File: src/rtl/uart_rx.sv
// UART receiver: 16x oversampled, LSB-first, one stop bit, with a one-entry
// output register, valid/ready handshake and single-cycle error pulses.
module uart_rx #(
  parameter int DATA_BITS = 8
) (
  input  logic                 clk,
  input  logic                 rstb,
  input  logic                 rx_clk_en,
  input  logic                 rxd,
  output logic [DATA_BITS-1:0] rx_data,
  output logic                 rx_valid,
  input  logic                 rx_ready,
  output logic                 frame_err,
  output logic                 overrun
);

  typedef enum logic [2:0] {
    IDLE,
    START,
    DATA,
    STOP,
    WAIT_HIGH
  } state_t;

  localparam logic [3:0] LAST_BIT = 4'(DATA_BITS - 1);

  state_t               state;
  state_t               state_nxt;
  logic [3:0]           tick_cnt;
  logic [3:0]           tick_nxt;
  logic [3:0]           bit_cnt;
  logic [3:0]           bit_nxt;
  logic [DATA_BITS-1:0] shift_reg;
  logic [DATA_BITS-1:0] shift_nxt;
  logic                 rxd_meta;
  logic                 rxd_s;
  logic                 stop_ok;
  logic                 stop_bad;

  // Two-flop synchroniser for the asynchronous line; resets to the idle level.
  always_ff @(posedge clk or negedge rstb) begin
    if (!rstb) begin
      rxd_meta <= 1'b1;
      rxd_s    <= 1'b1;
    end else begin
      rxd_meta <= rxd;
      rxd_s    <= rxd_meta;
    end
  end

  // Frame FSM state, oversample counters and data shift register.
  always_ff @(posedge clk or negedge rstb) begin
    if (!rstb) begin
      state     <= IDLE;
      tick_cnt  <= '0;
      bit_cnt   <= '0;
      shift_reg <= '0;
    end else begin
      state     <= state_nxt;
      tick_cnt  <= tick_nxt;
      bit_cnt   <= bit_nxt;
      shift_reg <= shift_nxt;
    end
  end

  // Next-state logic; everything advances only on oversample ticks.
  always_comb begin
    state_nxt = state;
    tick_nxt  = tick_cnt;
    bit_nxt   = bit_cnt;
    shift_nxt = shift_reg;
    stop_ok   = 1'b0;
    stop_bad  = 1'b0;
    if (rx_clk_en) begin
      case (state)
        IDLE: begin
          if (!rxd_s) begin
            state_nxt = START;
            tick_nxt  = '0;
          end
        end
        START: begin
          if (tick_cnt == 4'd7) begin
            if (!rxd_s) begin
              state_nxt = DATA;
              tick_nxt  = '0;
              bit_nxt   = '0;
            end else begin
              state_nxt = IDLE;
            end
          end else begin
            tick_nxt = tick_cnt + 4'd1;
          end
        end
        DATA: begin
          tick_nxt = tick_cnt + 4'd1;
          if (tick_cnt == 4'd15) begin
            shift_nxt = {rxd_s, shift_reg[DATA_BITS-1:1]};
            bit_nxt   = bit_cnt + 4'd1;
            if (bit_cnt == LAST_BIT) begin
              state_nxt = STOP;
            end
          end
        end
        STOP: begin
          tick_nxt = tick_cnt + 4'd1;
          if (tick_cnt == 4'd15) begin
            if (rxd_s) begin
              stop_ok   = 1'b1;
              state_nxt = IDLE;
            end else begin
              stop_bad  = 1'b1;
              state_nxt = WAIT_HIGH;
            end
          end
        end
        WAIT_HIGH: begin
          if (rxd_s) begin
            state_nxt = IDLE;
          end
        end
        default: begin
          state_nxt = IDLE;
        end
      endcase
    end
  end

  // Output register: delivery, overrun dropping, handshake and error pulses.
  always_ff @(posedge clk or negedge rstb) begin
    if (!rstb) begin
      rx_data   <= '0;
      rx_valid  <= 1'b0;
      frame_err <= 1'b0;
      overrun   <= 1'b0;
    end else begin
      frame_err <= stop_bad;
      overrun   <= 1'b0;
      if (stop_ok) begin
        if (!rx_valid || rx_ready) begin
          rx_data  <= shift_reg;
          rx_valid <= 1'b1;
        end else begin
          overrun <= 1'b1;
        end
      end else if (rx_valid && rx_ready) begin
        rx_valid <= 1'b0;
      end
    end
  end

endmodule

File: config.mk
export PLATFORM = sky130hd
export DESIGN_NAME = uart_rx
export DESIGN_NICKNAME = d
export VERILOG_FILES = /design/src/rtl/uart_rx.sv
export SDC_FILE = /design/constraint.sdc
export NUM_CORES = 1
export LEC_CHECK = 0
export BUFFER_PORTS_ARGS = -buffer_cell sky130_fd_sc_hd__buf_4
export CORE_ASPECT_RATIO = 1.1
export CORE_UTILIZATION = 30
export CTS_CLUSTER_DIAMETER = 100
export CTS_CLUSTER_SIZE = 8
export DETAILED_ROUTE_END_ITERATION = 6
export PLACE_DENSITY = 0.51
export SLEW_MARGIN = 10
export SYNTH_ARGS = -nofsm -noshare
export SYNTH_HDL_FRONTEND = slang
export SYNTH_SLANG_ARGS = --single-unit
File: constraint.sdc
create_clock -name clk -period 2.4 [get_ports clk]
set_clock_uncertainty 0.2 [all_clocks]
set_input_delay 0.72 -clock clk [delete_from_list [all_inputs] [get_ports clk]]
set_output_delay 0.72 -clock clk [all_outputs]
set_load 0.005 [all_outputs]
Yosys cells after proc, flatten, opt, wreduce, memory -nomap -nowiden
Index checks and enable logic that the tools add are counted.
{"block": "totals", "word_cells": 70, "regBits": 32, "input_bits": 5}
{"block": "op_classes", "addsub": 2, "eq_ne": 15, "reduce_logical": 14, "muxes": 29}
{"op": "3-bit two-way mux", "count": 7}
{"op": "4-bit two-way mux", "count": 5}
{"op": "3-bit case mux with 5 select lines", "count": 1}
{"op": "2-bit inequality test (second input constant)", "count": 7}
{"op": "1-bit two-way mux", "count": 13}
{"op": "4-bit case mux with 3 select lines", "count": 1}
{"op": "4-bit by 1-bit adder with 4-bit output (second input constant)", "count": 2}
{"op": "4-bit by 3-bit == test with 1-bit output (second input constant)", "count": 2}
{"op": "4-bit case mux with 2 select lines", "count": 1}
{"op": "7-bit AND reduction", "count": 1}
{"op": "3-bit by 2-bit == test with 1-bit output (second input constant)", "count": 2}
{"op": "2-bit AND reduction", "count": 3}
{"op": "5-bit AND reduction", "count": 1}
{"op": "4-bit == test (second input constant)", "count": 1}
{"op": "2-bit nonzero test", "count": 2}
{"op": "3-bit by 1-bit == test with 1-bit output (second input constant)", "count": 1}
{"op": "3-bit == test (second input constant)", "count": 1}
{"op": "3-bit logical NOT", "count": 1}
{"op": "3-bit AND reduction", "count": 1}
{"op": "3-bit nonzero test", "count": 1}
{"op": "2-bit two-way mux", "count": 1}
{"op": "2-bit by 1-bit inequality test with 1-bit output (second input constant)", "count": 1}
{"op": "2-bit OR reduction", "count": 1}
{"op": "1-bit logical AND", "count": 1}
{"op": "other kinds (2)", "count": 2}

Depth between registers and ports, before layout
Gate-level depths: netlist of run 1.
{"block": "logic_depth", "ltp_word": 6, "depth_mapped": 6}

Worst setup path before layout of run 1
OpenSTA, ideal clock, no wires.
{"block": "synth_timing", "path_kind": "input port to flip-flop", "startpoint": "input rx_clk_en", "endpoint": "register rx_data[0]", "n_path_buf": 1, "stages": 5, "arrival_time_ns": 1.645, "setup_ns": 0.128, "path_slack_ns": 0.427, "required_ns": 2.072, "path_cell_list": "and4_1 > nand4_1 > nor2b_1 > buf_2 > mux2_1"}
{"block": "synth_between", "elab_chain_len": 2}
{"element": "start: declaration", "line_no": "8", "source": "input logic rx_clk_en,"}
{"element": "1-bit two-way mux", "line_no": "74", "source": "if (rx_clk_en) begin"}
{"element": "2-bit AND reduction (no line)"}
{"element": "end signal: assignment", "line_no": "141", "source": "rx_data <= shift_reg;"}
{"element": "end: declaration", "line_no": "10", "source": "output logic [DATA_BITS-1:0] rx_data,"}
No other way between the ends.
A chain may end at the register's enable or synchronous reset.

Worst setup path in the final report of run 1
{"block": "layout_timing", "startpoint": "register tick_cnt[0]", "endpoint": "register shift_reg[4]"}
{"block": "layout_between", "elab_chain_len": 2}
{"element": "start: declaration", "line_no": "29", "source": "logic [3:0] tick_cnt;"}
{"element": "start signal: assignment", "line_no": "60", "source": "tick_cnt <= tick_nxt;"}
{"element": "4-bit == test", "line_no": "97", "source": "if (tick_cnt == 4'd15) begin"}
{"element": "3-bit AND reduction (no line)"}
{"element": "end signal: assignment", "line_no": "62", "source": "shift_reg <= shift_nxt;"}
{"element": "end: declaration", "line_no": "33", "source": "logic [DATA_BITS-1:0] shift_reg;"}
No other way between the ends.

==> metrics.txt, run 1 <==
Port Buffer Count 15; H-tree Lvls 2; first-pass GRT wire length between 4000 and 5000 um; number of cell rows 25; DRT Wirelength ~2500 um; wire per inst between 10 and 15 um; Peak VDD IR between 500 and 600 uV; status completed; number of global-route vias before repair approximately 1,000; Setup crit start kind flop; GRT overflow 0; P per Cell Area slightly below 900 nW/um2; Synth cell types 35; #FFs+latches synth 32; pre-CTS setup slack between 100 and 150 ps; Clock Latency Late Sink between 200 and 300 ps; LEAKAGE between 0.8 and 0.9 nW; FMAX 0.486 GHz; largest net degree at the start of global routing 33; Final Power between 1.5 and 2 mW; Synth warnings 0; Hold Crit Class in -> async; critical path type reg -> reg; Vias about 930; Die Area 5050 um2; hold_buf cts 0; TritonCTS Buffers 5; initial core utilization 32.2%; DR pass1 iterations 3; setup TNS 0 ps; DP Wirelength approximately 1800 um; CTS tree built; all-layer global routing usage between 10% and 20%; DRC viols 0; antenna violations before repair 0; Clock transition at path regs 70 ps; Post-Syn Area per Cell 12.4 um2; Ant. Diodes 0; setup bufs post-CTS 0; Crit path required time about 2400 ps; Fin Hold WS 156 ps; P&R area growth vs syn 18.6%; final worst slack roughly 340 ps; RSZ-0062 raised after global routing no; Max-slew headroom 66.0%; Final Setup Violations 0; synthesized area about 1400 um2; deepest clock path buffer count 2; max-slew violation count 0; Root Buffer Master clkbuf_8; capturing element type of the critical path flop; Initial DRC Count 75; Die X just under 70 um; Mapped Nets roughly 120; CTS resizes 0; Post-Syn Instances ~120; GP Congestion roughly 0.80; Worst EP arrival 2020 ps; fin crit share 85.8%; vias per cell slightly below 5; Final nets 141; crit path time final 2060 ps; share of cells above drive strength 1 a little under a quarter; I/O Pins 16; Max Cap Viol 0; CORE AREA about 4400 um2; Least-Margin Pin Slew 511 ps; antenna-violating nets left 0; sequential element share of the synthesized area a little under three fifths; chip height 74.4 um; Sink Count 32; final hold viol count 0; critical path peak fanout 12
==> report_power, final <==
group | internal (mW) | switching (mW) | leakage [nW]
clock | 0.308 | 0.193 | 0.0552
combinational | 0.159 | 0.169 | 0.364
sequential | 0.606 | 0.0763 | 0.429
==> cell usage in the layout (no fill, tap or decap), drive strengths merged, types with 2 or more instances in the layout <==
cell and n:
clkbuf 6, nor2 7, nand2 4, o22ai 2
mux2 19, nand4 2, nand3b 2, a31oi 2
a22o 3, dfrtp 30, nor2b 3, dfstp 2
a21oi 5, inv 4, nand3 6, ha 2
nand2b 3, and4 2, buf 17
==> cell usage after synthesis, drive strengths merged <==
cell type	instances	share of area, %
or3b	1	0.61
o22ai	2	0.87
inv	4	1.0
a22o	3	1.8
mux2	19	15
nor3	1	0.35
a221o	1	0.70
nor2b	3	1.5
dfstp	2	3.7
nor2	7	1.8
and3	1	0.44
nand4	2	0.87
a41oi	1	0.61
a22oi	1	0.53
and4	2	1.2
dfrtp	30	52
a31oi	2	0.87
buf	5	2.5
nand2	4	1.0
ha	2	1.7
and3b	1	0.61
and2	1	0.44
nand3b	2	1.0
nand3	6	2.1
nand2b	3	1.3
a21o	1	0.53
mux2i	1	0.70
a21oi	5	2.0
xor2	1	0.61
nor3b	1	0.87
==> stage by stage <==
stage,cell area [um2],cells,util (%)
2_1_floorplan,1430,115,-
3_3_place_gp,1590,181,35.8
3_5_place_dp,1590,181,35.8
4_1_cts,1700,189,38.2
5_1_grt,1700,189,38.2
6_report,1700,189,38.2
==> routing by layer <==
metal,track usage (%),share of wire (%),up-vias
li1,-,-,447
met1,14.6,44,462
met2,19.7,49,19
met3,5.98,5.0,4
met4,6.71,1.6,0
met5,0,0,-
==> layout make-up <==
cell class	instances	area [um2]
fill	441	2750
sequential	32	803
multi-input combinational	74	576
timing repair buffer	17	128
clock buffer	6	72.6
tap	54	67.6
clock inverter	2	35.0
inverter	4	15.0
==> logic make-up after synthesis <==
logic type / Yosys count / synth area share [%]
simple gates: 35 / 14.3
flops: 32 / 56.2
mux: 20 / 15.7
compound gates: 16 / 7.96
buf+inv: 9 / 3.59
fa+ha+maj: 2 / 1.75
xor+xnor: 1 / 0.613
==> worst max-delay path, cell delays in order (launching register included) <==
cell and delay (ps):
dfrtp_1 380, ha_1 240, and4_1 270, and2_1 470
mux2_2 390
==> path summary, 6_finish.rpt <==
path	endpoint	slack [ps]	cells after the start	start
worst min-delay path	rx_data[1]	160	1	rstb
max in group asynchronous	rxd_meta	1510	1	rstb
min in group clk	rxd_s	160	0	rxd_meta
worst max-delay path	shift_reg[4]	340	4	tick_cnt[0]
worst max register to register	shift_reg[4]	340	4	tick_cnt[0]
worst min register to register	rxd_s	160	0	rxd_meta
No activity file was read; power rests on OpenSTA's default activity.
==> run 2: changes to the inputs <==
Settings changed: ABC_CLOCK_PERIOD_IN_PS set to 2400, CORE_ASPECT_RATIO 1.1 to not set.
==> metrics.txt, run 2 (synthesis gave the netlist of run 1 again) <==
DR pass1 iterations 6 (+3); antenna-violating nets left 0 (unchanged); number of cell rows 24 (-4.0%); CTS resizes 0 (unchanged); Placed Instances 178 (-1.7%); Initial DRC Count 29 (-61%); TritonCTS Buffers 5 (unchanged); hold_buf cts 0 (unchanged); P&R area growth vs syn 19.2%; Root Buffer Master clkbuf_8; status completed; Setup crit start kind flop; vias per cell 5.05 (+2.5%); GRT overflow 0 (unchanged); dpl cell area 1580 um2 (-0.63%); FF-to-FF path depth 3 (-1); hold path cells 0; final worst slack 343 ps (+1.77 ps); critical path type reg -> reg; initial core utilization 32.0% (-0.23 points); largest net degree at the start of global routing 33 (unchanged); Die X 71.0 um (+4.7%); Clock transition at path regs 70 ps (about the same); Final Setup Violations 0 (unchanged); P per Cell Area 916 nW/um2 (+2.9%); Max Cap Viol 0 (unchanged); start point of the worst hold path rxd_meta; DRC viols 0 (unchanged); Sink Count 32 (unchanged); CTS tree built; CORE AREA 4470 um2 (+0.73%); deepest clock path buffer count 2 (unchanged); all-layer global routing usage 11.3% (-1.4 points); worst r2r src state[1]; Vias 940 (+0.86%); Final Power 1.56 mW (+3.4%); setup bufs post-CTS 0 (unchanged); chip height 71.0 um (-4.5%); setup TNS 0 ps (unchanged); Final nets 140 (-0.71%); I/O Pins 16 (unchanged); r2r setup slk 340 ps (about the same); Clock Latency Late Sink 280 ps (about the same); non-filler cells, final 186 (-1.6%); max-slew violation count 0 (unchanged); wire per inst 13.1 um (-0.47%); fin crit share 85.7% (about the same); crit path time final 2060 ps (-1.77 ps); Hold Crit Class reg -> reg; first-pass GRT wire length 4250 um (-6.2%); Worst EP arrival 2020 ps (about the same); GP Congestion 0.775 (-2.6%); most common cell after layout, fill and taps aside dfrtp_1; Port Buffer Count 15 (unchanged); share of cells above drive strength 1 23.1% (+0.17 points); r2r endpoint shift_reg[4]; LEAKAGE 0.852 nW (+0.50%); DRT Wirelength 2440 um (-2.0%); Ant. Diodes 0 (unchanged); RSZ-0062 raised after global routing no; commonest cells after routing, fill and taps aside dfrtp_1, mux2_1, buf_4; H-tree Lvls 2 (unchanged); Least-Margin Pin Slew 466 ps (-44.5 ps); Peak VDD IR 424 uV (-17%); critical path peak fanout 12 (unchanged); pre-CTS setup slack 133 ps (-5.67 ps); FMAX 0.486 GHz (about the same); Max-slew headroom 68.9% (+3.0 points); capturing element type of the critical path flop; final hold viol count 0 (unchanged); Die Area 5050 um2 (about the same); number of global-route vias before repair 933 (-4.8%); antenna violations before repair 0 (unchanged); DP Wirelength 1760 um (-1.3%); hold endpoint rxd_s; Crit path required time 2370 ps (about the same); post-route cell area 1710 um2 (+0.52%)
## run 2: cell types whose count changed in the layout (fill, tap and decap cells not counted)
cell / delta
buf_4: -1
clkbuf_1: -1
clkinv_2: -1
clkbuf_8: +2
## run 2: worst max path at each step
| stage | endpoint | slack [ps] | from | depth (start not counted) |
|---|---|---|---|---|
| after floorplan | rx_data[0] | 430 | rx_clk_en | 5 |
| after global placement | shift_reg[4] | 180 | rx_clk_en | 4 |
| after detailed placement | shift_reg[4] | 130 | rx_clk_en | 4 |
| after CTS | shift_reg[4] | 310 | state[1] | 3 |
| after global routing | shift_reg[6] | 200 | tick_cnt[1] | 4 |
| final | shift_reg[4] | 340 | state[1] | 3 |
## run 2: final cells by class
| type | instances | area (um2) |
|---|---|---|
| well taps | 52 | 65.1 |
| multi-input cells | 74 | 576 |
| flip-flops and latches | 32 | 803 |
| clock buffers | 7 | 96.3 |
| inverters | 4 | 15.0 |
| clock inverters | 1 | 30.0 |
| repair buffers | 16 | 120 |
| fillers | 430 | 2770 |
## run 2: routing by layer
layer,vias to the layer above,share of wire [%],track usage (%)
li1,446,-,-
met1,469,44,12.5
met4,0,1.4,4.00
met3,5,4.2,5.56
met2,20,51,18.9
met5,-,0,0
## run 2: through the flow
stage	hold WS [ps]	utilization, %
floorplan	145	-
global placement	147	35.3
detailed placement	148	35.3
CTS	158	38.1
global route	164	38.1
finish	157	38.1
## run 2: critical path: stages, from the launching register on
cell and delay (ps):
dfrtp_1 500, nor3b_2 370, and2_1 480, mux2_2 390
## run 2: power by group
| part | internal (mW) | total [mW] | switching [mW] |
|---|---|---|---|
| registers | 0.606 | 0.694 | 0.0881 |
| clock network | 0.366 | 0.564 | 0.198 |
| logic | 0.150 | 0.304 | 0.154 |
